==> src/rtl/ser8_tx.sv <==
// ---------------------------------------------------------------------------
// ser8_tx -- parallel-to-serial byte transmitter
//
// Accepts WIDTH-bit words over a valid/ready handshake and shifts each one out
// one bit per clock. Each frame is exactly WIDTH cycles long and has a
// frame-valid marker and a last-bit marker. A one-word holding buffer lets
// back-to-back words leave as gapless frames.
//
// Parameters:
//   WIDTH      word width in bits (>= 2)
//   MSB_FIRST  0: bit 0 leaves first, 1: bit WIDTH-1 leaves first
//   IDLE_LEVEL level driven on sout while no frame is active
//
// Ports:
//   clk        rising-edge clock
//   rst        asynchronous active-high reset
//   din        parallel word to transmit
//   din_valid  din holds a word to send
//   din_ready  a word can be accepted this cycle (holding buffer empty)
//   sout       serial data bit (registered)
//   sout_valid sout carries a frame bit (registered)
//   sout_last  current bit is the final bit of its frame (registered)
//   busy       frame in flight or holding buffer occupied
// ---------------------------------------------------------------------------
module ser8_tx #(
    parameter int WIDTH      = 8,
    parameter bit MSB_FIRST  = 1'b0,
    parameter bit IDLE_LEVEL = 1'b0
) (
    input  logic             clk,
    input  logic             rst,
    input  logic [WIDTH-1:0] din,
    input  logic             din_valid,
    output logic             din_ready,
    output logic             sout,
    output logic             sout_valid,
    output logic             sout_last,
    output logic             busy
);

    localparam int            CW       = $clog2(WIDTH);
    localparam logic [CW-1:0] CNT_LAST = CW'(WIDTH - 1);

    typedef enum logic {
        IDLE  = 1'b0,
        SHIFT = 1'b1
    } state_t;

    state_t           state_q, state_d;
    logic [CW-1:0]    cnt_q, cnt_d;
    logic [WIDTH-1:0] shifter_q, shifter_d;
    logic [WIDTH-1:0] hold_q, hold_d;
    logic             hold_full_q, hold_full_d;
    logic             sout_q, sout_d;
    logic             sout_valid_q, sout_valid_d;
    logic             sout_last_q, sout_last_d;

    logic             xfer;
    logic             shifter_free;

    // State register; reset discards both the frame in flight and the held word.
    always_ff @(posedge clk or posedge rst) begin
        if (rst) begin
            state_q      <= IDLE;
            cnt_q        <= '0;
            shifter_q    <= '0;
            hold_q       <= '0;
            hold_full_q  <= 1'b0;
            sout_q       <= IDLE_LEVEL;
            sout_valid_q <= 1'b0;
            sout_last_q  <= 1'b0;
        end else begin
            state_q      <= state_d;
            cnt_q        <= cnt_d;
            shifter_q    <= shifter_d;
            hold_q       <= hold_d;
            hold_full_q  <= hold_full_d;
            sout_q       <= sout_d;
            sout_valid_q <= sout_valid_d;
            sout_last_q  <= sout_last_d;
        end
    end

    always_comb begin
        state_d     = state_q;
        cnt_d       = cnt_q;
        shifter_d   = shifter_q;
        hold_d      = hold_q;
        hold_full_d = hold_full_q;

        xfer = din_valid && !hold_full_q;
        // The shifter can take a new word when nothing is in flight or when
        // the final bit of the current frame is on sout right now.
        shifter_free = (state_q == IDLE) || (cnt_q == CNT_LAST);

        if (shifter_free) begin
            if (hold_full_q) begin
                // The held word goes first. A word arriving on the same edge
                // would refill hold; din_ready is low while hold is full, so
                // in practice hold simply empties here.
                shifter_d   = hold_q;
                state_d     = SHIFT;
                cnt_d       = '0;
                hold_full_d = 1'b0;
                if (xfer) begin
                    hold_d      = din;
                    hold_full_d = 1'b1;
                end
            end else if (xfer) begin
                // Hold is empty, so the word bypasses it and goes out directly.
                shifter_d = din;
                state_d   = SHIFT;
                cnt_d     = '0;
            end else begin
                state_d = IDLE;
                cnt_d   = '0;
            end
        end else begin
            cnt_d     = cnt_q + CW'(1);
            shifter_d = MSB_FIRST ? (shifter_q << 1) : (shifter_q >> 1);
            if (xfer) begin
                hold_d      = din;
                hold_full_d = 1'b1;
            end
        end

        // Output flops are loaded from next-state values, so they line up
        // with the shifter contents they describe.
        sout_valid_d = (state_d == SHIFT);
        sout_last_d  = (state_d == SHIFT) && (cnt_d == CNT_LAST);
        if (state_d == SHIFT) begin
            sout_d = MSB_FIRST ? shifter_d[WIDTH-1] : shifter_d[0];
        end else begin
            sout_d = IDLE_LEVEL;
        end
    end

    assign din_ready  = !hold_full_q;
    assign busy       = (state_q == SHIFT) || hold_full_q;
    assign sout       = sout_q;
    assign sout_valid = sout_valid_q;
    assign sout_last  = sout_last_q;

endmodule
==> config.mk <==
export PLATFORM = sky130hd
export DESIGN_NAME = ser8_tx
export DESIGN_NICKNAME = d
export VERILOG_FILES = /design/src/rtl/ser8_tx.sv
export SDC_FILE = /design/constraint.sdc
export NUM_CORES = 1
export LEC_CHECK = 0
export ABC_CLOCK_PERIOD_IN_PS = 2700
export CAP_MARGIN = 20
export CORE_MARGIN = 2
export CORE_UTILIZATION = 45
export CTS_CLUSTER_SIZE = 30
export DETAILED_ROUTE_END_ITERATION = 7
export PLACE_DENSITY = 0.69
export SETUP_SLACK_MARGIN = 0.4
export SKIP_CTS_REPAIR_TIMING = 1
export SLEW_MARGIN = 20
export SYNTH_ARGS = -nofsm -noshare
export SYNTH_HDL_FRONTEND = slang
export SYNTH_SLANG_ARGS = --single-unit
==> constraint.sdc <==
create_clock -name clk -period 2.7 [get_ports clk]
set_clock_uncertainty 0.15 [all_clocks]
set_input_delay 0.81 -clock clk [delete_from_list [all_inputs] [get_ports clk]]
set_output_delay 0.81 -clock clk [all_outputs]
set_load 0.02 [all_outputs]
==> results.py <==
metrics = {
    "status": {
        "outcome": "finished clean",
    },
    "floorplanning": {
        "std_cell_rows": 17,
        "io_pins": 16,
        "die_area_mm2": 0.00268,
        "dieWidth_um": 51.8,
        "initial_core_util_pct": 46.9,
        "fp.dieH_um": 51.8,
        "core-area_mm2": 0.00219,
    },
    "grt": {
        "grt_max_degree": 23,
        "grt-busiest-layer": "met2",
        "met2_usage_pct": 24.4,
        "grt_use_total_pct": 15.8,
        "grt_pass1_vias": 666,
        "met3_usage_pct": 5.75,
        "overflow": 0,
        "grt_pass1_wl_um": 2950,
        "antenna_found_initial": 0,
        "met1_usage_pct": 19.0,
    },
    "synth": {
        "ys_warn_count": 0,
        "synth_area_leaders": "dfrtp_1 (54%), mux2_4 (12%), o21ai_0 (6.3%), a211oi_1 (4.4%), and2b_1 (2.9%)",
        "synth_cell_type_count": 24,
        "syn_inst": 88,
        "ys_seq_elements": 22,
        "ys_seq_area_share_pct": 53.6,
        "synth_nets": 101,
        "yosys.area.top_type_share_pct": 53.6,
        "synth_largest_area_cell": "dfrtp_1",
        "netlist_area_mm2": 0.00103,
        "avgSynthCellArea_um2": 11.7,
    },
    "clock_network": {
        "worstSkewPairLatency_ns": 0.31,
        "cts_tree": "yes",
        "htreeDepth": 1,
        "cts_sinks": 22,
        "cts_inserted_buffers": 3,
        "path_clk_slew_ns": 0.12,
        "clockBufferDepth": 2,
        "cts_root_buf": "clkbuf_4",
    },
    "placement": {
        "dpl.hpwl_um": 1210,
        "place_congestion": 0.806,
        "portBuffers": 15,
    },
    "sta": {
        "fin_tns_setup_ns": 0,
        "fmax_mhz": 439,
        "final_hold_viol_count": 0,
        "rsz0062_at_grt": "yes",
        "min_period_ns": 2.28,
        "drv_slew": 0,
        "maxSlewHeadroom_pct": 80.6,
        "setup_violations": 0,
        "fin_crit_sh_pct": 84.4,
        "worst_slew_pin_slew_ns": 0.292,
    },
    "worst_setup_path": {
        "slowest_delay_ns": 0.49,
        "cp-startpoint": "hold_full_q",
        "ff2ff_setup_slack_ns": 0.71,
        "r2r.worst_path.cells": 5,
        "startpoint_type": "register",
        "cp.required_ns": 1.74,
        "path_class": "register to output port",
        "crit_end": "busy",
        "end_kind": "output port",
        "r2r-end": "hold_q[6]",
        "r2r_start": "cnt_q[0]",
        "critPathMaxFanout": 10,
        "slowest_stage": "dfrtp_2",
        "arrival_ns": 1.32,
        "worstPathCellList": "or2_2 -> dlymetal6s2s_1",
    },
    "finish": {
        "drive_gt1_share_pct": 17.5,
        "register_area_um2": 552,
        "area_growth_pct": 19.6,
        "final_common_cell": "dfrtp_1",
        "fin_nets": 118,
        "insertedDiodeCount": 0,
        "multi_input_area_um2": 432,
        "filler_cell_count": 187,
        "final_cell_mix": "dfrtp_1 (21), o21ai_0 (13), clkdlybuf4s50_1 (12), mux2_4 (8), nand2_1 (8)",
    },
    "route": {
        "drc": 0,
        "drt_iter0_markers": 9,
        "vias": 676,
        "firstDrtPassIters": 4,
        "routed_wl_um": 1790,
        "wl_per_cell_um": 13.6,
        "viasPerCell": 5.16,
        "ant_nets": 0,
    },
    "power_and_ir_drop": {
        "peakVddDrop_v": 0.000448,
        "powerDensity_mw_per_mm2": 918,
        "p_leak_nw": 0.573,
        "p_total_mw": 1.13,
    },
    "min_path": {
        "worstHoldStart": "cnt_q[0]",
        "hold_path.class": "register to register",
    },
    "run": {
        "drv_cap": 0,
    },
}
[sequential cells by signal, indices dropped and copies added (netlist names)]
name / cells
cnt_q: 3
hold_full_q: 1
hold_q: 8
shifter_q: 7
sout: 1
sout_last: 1
sout_valid: 1
[final cells by class]
type / instances / share of cell area, %
Clock buffer: 3 / 1.83
Tap cell: 28 / 2.85
Sequential cell: 22 / 44.9
Timing Repair Buffer: 18 / 14.7
Inverter: 2 / 0.611
Multi-Input combinational cell: 58 / 35.1
[cells in the mapped netlist]
cell type  instances
a211oi_1           6
a21oi_1            1
a31oi_1            1
and2_1             3
and2b_1            4
and3_4             1
and3b_1            1
buf_2              3
buf_4              1
buf_6              1
clkbuf_1           1
dfrtp_1           22
ha_1               2
inv_1              2
mux2_4             8
mux2i_1            1
nand2_1            8
nor2_1             3
nor2b_1            2
nor2b_4            1
o21ai_0           13
o21ai_1            1
or2_2              1
or2b_1             1
[critical path: cells and delay by family, from the launching register on]
kind	cells	cell delay [ns]
buffers and inverters	1	0.21
AND/OR/NAND/NOR	1	0.30
flip-flops	1	0.49
[metrics by stage]
stage	util (%)	worst slack (ns)	instance area (um2)	instances	hold slack (ns)
2_1_floorplan	-	0.890	1030	88	0.275
6_report	56.1	0.420	1230	131	0.326
5_1_grt	56.1	0.371	1230	131	0.345
4_1_cts	55.7	0.0446	1220	131	0.331
3_5_place_dp	54.7	0.299	1200	128	0.308
3_3_place_gp	54.7	0.357	1200	128	0.293
[where the power goes]
part / leakage, nW / switching (mW) / internal [mW]
sequential: 0.265 / 0.0739 / 0.469
combinational: 0.294 / 0.193 / 0.241
clock: 0.0138 / 0.0997 / 0.0523
total: 0.573 / 0.366 / 0.762
[per-layer routing]
layer  part of all wire, %  vias to the layer above  routed length, um
met2                    43                       15                773
li1                      -                      334                  -
met1                    48                      322                855
met4                   2.6                        0                 46
met5                     0                        -                  0
met3                   6.2                        5                110
[cell families (layout without fill, tap and decap cells)]
family | Yosys count | in the layout | share of synthesized area (%)
fa+ha+maj | 2 | 2 | 2.44
mux | 9 | 9 | 12.7
compound gates | 22 | 22 | 12.3
flops | 22 | 22 | 53.6
buf+inv | 8 | 23 | 4.38
simple gates | 25 | 25 | 14.6
[worst min path at each step]
stage	to	slack, ns	depth (start not counted)
6_report	cnt_q[0]	0.33	1
5_1_grt	cnt_q[0]	0.35	1
4_1_cts	cnt_q[0]	0.33	1
3_5_place_dp	shifter_q[5]	0.31	2
3_3_place_gp	cnt_q[0]	0.29	1
2_1_floorplan	cnt_q[0]	0.27	1
(Power assumes the default switching activity.)
